==> src/rtl/dsmod_interp_buf.sv <==
// One-entry valid/ready input buffer for low-rate sample feeders.
// Holds a single sample until the consumer strobes consume_i.
module dsmod_interp_buf #(
  parameter int n = 16
) (
  input  logic         clk_i,
  input  logic         rst_ni,
  input  logic [n-1:0] data_i,
  input  logic         valid_i,
  output logic         ready_o,
  input  logic         consume_i,
  output logic [n-1:0] data_o,
  output logic         full_o
);

  logic [n-1:0] data_q, data_d;
  logic         full_q, full_d;
  logic         accept;

  assign ready_o = !full_q;
  assign accept  = valid_i && !full_q;
  assign data_o  = data_q;
  assign full_o  = full_q;

  // Accept only when empty and consume only when full, so both never coincide.
  always_comb begin
    data_d = data_q;
    full_d = full_q;
    if (accept) begin
      data_d = data_i;
      full_d = 1'b1;
    end else if (consume_i) begin
      full_d = 1'b0;
    end
  end

  always_ff @(posedge clk_i or negedge rst_ni) begin
    if (!rst_ni) begin
      data_q <= '0;
      full_q <= 1'b0;
    end else begin
      data_q <= data_d;
      full_q <= full_d;
    end
  end

endmodule

==> src/rtl/dsmod_interp.sv <==
// Linear interpolator feeding the delta-sigma modulator: ramps between
// consecutive low-rate input samples over R = 2^k clocks, one output per clock.
module dsmod_interp #(
  parameter int n = 16,
  parameter int k = 6
) (
  input  logic                clk,
  input  logic                clr,
  input  logic signed [n-1:0] in,
  input  logic                in_valid,
  output logic                in_ready,
  output logic signed [n-1:0] out,
  output logic                underrun
);

  typedef enum logic {IDLE, RUN} state_e;
  localparam int R = 1 << k;

  state_e                state_q, state_d;
  logic        [k-1:0]   ph_q, ph_d;
  logic signed [n-1:0]   prev_q, prev_d;
  logic signed [n-1:0]   cur_q, cur_d;
  logic signed [n:0]     delta_q, delta_d;
  logic signed [n+k-1:0] acc_q, acc_d;
  logic                  underrun_q, underrun_d;

  logic                  consume;
  logic                  bufFull;
  logic        [n-1:0]   bufRaw;
  logic signed [n-1:0]   bufData;
  logic                  tick;

  dsmod_interp_buf #(.n(n)) u_buf (
    .clk_i     (clk),
    .rst_ni    (clr),
    .data_i    (in),
    .valid_i   (in_valid),
    .ready_o   (in_ready),
    .consume_i (consume),
    .data_o    (bufRaw),
    .full_o    (bufFull)
  );

  assign bufData  = $signed(bufRaw);
  assign tick     = (state_q == RUN) && (ph_q == k'(R - 1));
  assign out      = acc_q[n+k-1:k];
  assign underrun = underrun_q;

  // Tick reloads acc exactly from cur so truncation error never accumulates.
  always_comb begin
    state_d    = state_q;
    ph_d       = ph_q;
    prev_d     = prev_q;
    cur_d      = cur_q;
    delta_d    = delta_q;
    acc_d      = acc_q;
    underrun_d = 1'b0;
    consume    = 1'b0;
    case (state_q)
      IDLE: begin
        acc_d = '0;
        ph_d  = '0;
        if (bufFull) begin
          prev_d  = '0;
          cur_d   = bufData;
          delta_d = (n+1)'(bufData);
          consume = 1'b1;
          state_d = RUN;
        end
      end
      RUN: begin
        if (tick) begin
          acc_d  = $signed({cur_q, {k{1'b0}}});
          ph_d   = '0;
          prev_d = cur_q;
          if (bufFull) begin
            cur_d   = bufData;
            delta_d = (n+1)'(bufData) - (n+1)'(cur_q);
            consume = 1'b1;
          end else begin
            delta_d    = '0;
            underrun_d = 1'b1;
          end
        end else begin
          acc_d = acc_q + (n+k)'(delta_q);
          ph_d  = ph_q + 1'b1;
        end
      end
      default: state_d = IDLE;
    endcase
  end

  always_ff @(posedge clk or negedge clr) begin
    if (!clr) begin
      state_q    <= IDLE;
      ph_q       <= '0;
      prev_q     <= '0;
      cur_q      <= '0;
      delta_q    <= '0;
      acc_q      <= '0;
      underrun_q <= 1'b0;
    end else begin
      state_q    <= state_d;
      ph_q       <= ph_d;
      prev_q     <= prev_d;
      cur_q      <= cur_d;
      delta_q    <= delta_d;
      acc_q      <= acc_d;
      underrun_q <= underrun_d;
    end
  end

  // The slope register must always equal the span of the current ramp.
  assert property (@(posedge clk) disable iff (!clr)
    delta_q == (n+1)'(cur_q) - (n+1)'(prev_q));

endmodule

==> config.mk <==
export PLATFORM = sky130hd
export DESIGN_NAME = dsmod_interp
export DESIGN_NICKNAME = d
export VERILOG_FILES = /design/src/rtl/dsmod_interp_buf.sv /design/src/rtl/dsmod_interp.sv
export SDC_FILE = /design/constraint.sdc
export NUM_CORES = 1
export LEC_CHECK = 0
export ABC_AREA = 0
export CORE_ASPECT_RATIO = 2
export CORE_UTILIZATION = 50
export DETAILED_ROUTE_END_ITERATION = 8
export PLACE_DENSITY = 0.65
export SYNTH_ARGS = -nofsm -noshare
export SYNTH_HDL_FRONTEND = slang
export SYNTH_SLANG_ARGS = --single-unit
==> constraint.sdc <==
create_clock -name clk -period 3.25 [get_ports clk]
set_clock_uncertainty 0.05 [all_clocks]
set_input_delay 0.975 -clock clk [delete_from_list [all_inputs] [get_ports clk]]
set_output_delay 0.975 -clock clk [all_outputs]
set_load 0.02 [all_outputs]
==> impl_metrics.tcl <==
set metrics [dict create \
    synthTopCellsByArea "dfrtp_1 37%, ha_1 8.7%, mux2_2 6.4%, a21oi_1 3.9%, mux2i_1 3.3%" \
    synth_top_area_share_pct 36.7 \
    initial_core_util_pct 51.7 \
    placed_cells 725 \
    worst_pin_slew_ps 618 \
    path_max_fanout 3 \
    synth_cell_types 63 \
    hold_buffers 0 \
    grt_overflow 0 \
    drv_slew 0 \
    gp_congestion 0.923 \
    min_path_type "register to register" \
    period_needed_ps 2610 \
    clock_latency_ps 350 \
    hold_ws_ps 414 \
    post-dp-hpwl_um 10700 \
    drcViolationCount 0 \
    synth_edf_count 0 \
    worstPathArrival_ps 2840 \
    critPathKind "register to register" \
    status "complete, no violations" \
    slew_headroom_pct 58.8 \
    antennaDiodeCount 0 \
    syn_nets 646 \
    hold_violations 0 \
    dpl_cell_area_um2 5820 \
    vias_per_cell 6.17 \
    yosysWarnings 0 \
    layout-drive-gt1-share_pct 10.8 \
    regToRegSetupSlack_ps 640 \
    grt_max_degree 46 \
    seq_area_frac_synth_pct 36.7 \
    rows 53 \
    grt_pass1_vias 4671 \
    finalSetupViolations 0 \
    syn_to_final_growth_pct 12.8 \
    synth_area_leader_cell "dfrtp_1" \
    start_kind "register" \
    first_iter_violations 303 \
    htreeDepth 3 \
    nets 658 \
    finalWirelength_um 14100 \
    maxCapViolations 0 \
    final_area_um2 6140 \
    cts_tree "built" \
    die_x_um 75.8 \
    mappedNetlistArea_um2 5450 \
    dr.pass1.iters 5 \
    io_buffers 36 \
    tns_ps 0 \
    track_usage_pct 27.7 \
    fmax_mhz 384 \
    clockBufferDepth 2 \
    cts-buffers-inserted 9 \
    finalNonFillerCells 741 \
    core_area_um2 10500 \
    ioPinCount 37 \
    grt_first_pass_wirelength_um 23200 \
    crit_path_end_kind "register" \
    synth-async-reset-ratio_pct 100 \
    rsz0062_at_grt "false" \
    die_h_um 150 \
    ys_seq_elements 80 \
    synth_common_cells "80 x dfrtp_1, 45 x nor2_1, 42 x a21oi_1, 41 x nand2_1, 38 x ha_1" \
    synth_most_common_cell "dfrtp_1" \
    antenna_left 0 \
    cp_data_required_time_ps 3480 \
    die_area_um2 11300 \
    period_share_pct 80.2 \
    post_cts_buffers 0 \
    cts_root_buffer "clkbuf_16" \
    clock_sinks 80 \
    antenna_found_initial 0 \
    ys.flop_type "dfrtp_1" \
    vias 4575 \
    post_cts_resized 0 \
    synth_area_per_cell_um2 9.28 \
    clk_pin_slew_ps 60 \
    avgRoutedWirePerCell_um 19.0 \
    netlist_instances 587 \
]
-- cells by family after synthesis --
| kind of cell | count (synthesis) | synth area share [%] |
|---|---|---|
| buffers and inverters | 74 | 6.61 |
| adders and majority gates | 40 | 9.46 |
| xor gates and xnor gates | 20 | 3.22 |
| and+or+nand+nor | 158 | 13.8 |
| AOI/OAI and AO/OA | 166 | 20.5 |
| muxes | 49 | 9.72 |
| DFF | 80 | 36.7 |
-- cell type report --
class                      count  area (um^2)
fill                         918         4400
multi-input combinational    433         3090
sequential                    80         2000
timing repair buffer          45          450
clock buffer                   9          225
tap                          137          171
inverter                      30          113
clock inverter                 7         96.3
-- final timing paths --
kind,from,end,depth (start not counted)
max,delta_q[0],acc_q[18],9
min,ph_q[0],ph_q[0],1
max reg2reg,delta_q[0],acc_q[18],9
min reg2reg,ph_q[0],ph_q[0],1
max in group asynchronous,clr,u_buf.data_o[11],2
min in group asynchronous,clr,ph_q[0],1
-- cell usage in the layout, fill, tap and decap left out, drive strengths merged, types with 5 or more instances in the layout --
| cell type | count |
|---|---|
| o21a | 6 |
| xnor2 | 15 |
| nor3 | 17 |
| o21ai | 29 |
| xor2 | 5 |
| o211ai | 9 |
| nand4 | 8 |
| a211oi | 10 |
| dfrtp | 80 |
| clkbuf | 9 |
| a31oi | 6 |
| nor2 | 45 |
| a21o | 14 |
| nand3 | 18 |
| o22ai | 5 |
| nand2 | 41 |
| a21oi | 42 |
| clkinv | 5 |
| mux2i | 18 |
| and3 | 12 |
| clkdlybuf4s50 | 35 |
| ha | 38 |
| inv | 30 |
| buf | 10 |
| mux2 | 31 |
-- worst max-delay path: stages (launching register included) --
cell and delay [ps]:
dfrtp_1 380, ha_1 210, inv_1 70, fa_1 390, and2b_1 250, o2111a_1 290, nor4_4 80, or3_1 370
a2111o_1 370, nand3_1 80
-- metal layers --
| metal | part of all wire [%] | global-route usage (%) | vias to the layer above |
|---|---|---|---|
| li1 | - | - | 2169 |
| met1 | 39 | 31.8 | 2244 |
| met2 | 54 | 48.1 | 121 |
| met3 | 3.2 | 3.84 | 41 |
| met4 | 4.3 | 13.8 | 0 |
| met5 | 0 | 0 | - |
-- flip-flops by register name (all words and copies together) (netlist names) --
name and cells:
delta_q 17, acc_q 22, underrun 1, cur_q 16, ph_q 6, u_buf.full_o 1
u_buf.data_o 16, state_q 1
-- stage by stage --
step	worst slack, ps	utilization, %
after detailed placement	648	55.2
after global routing	422	58.3
after global placement	729	55.2
after floorplan	886	-
final	643	58.3
after CTS	629	58.3
Power is not shown: default switching activity piles up to over one toggle a cycle in this logic, so the estimate is an artifact.
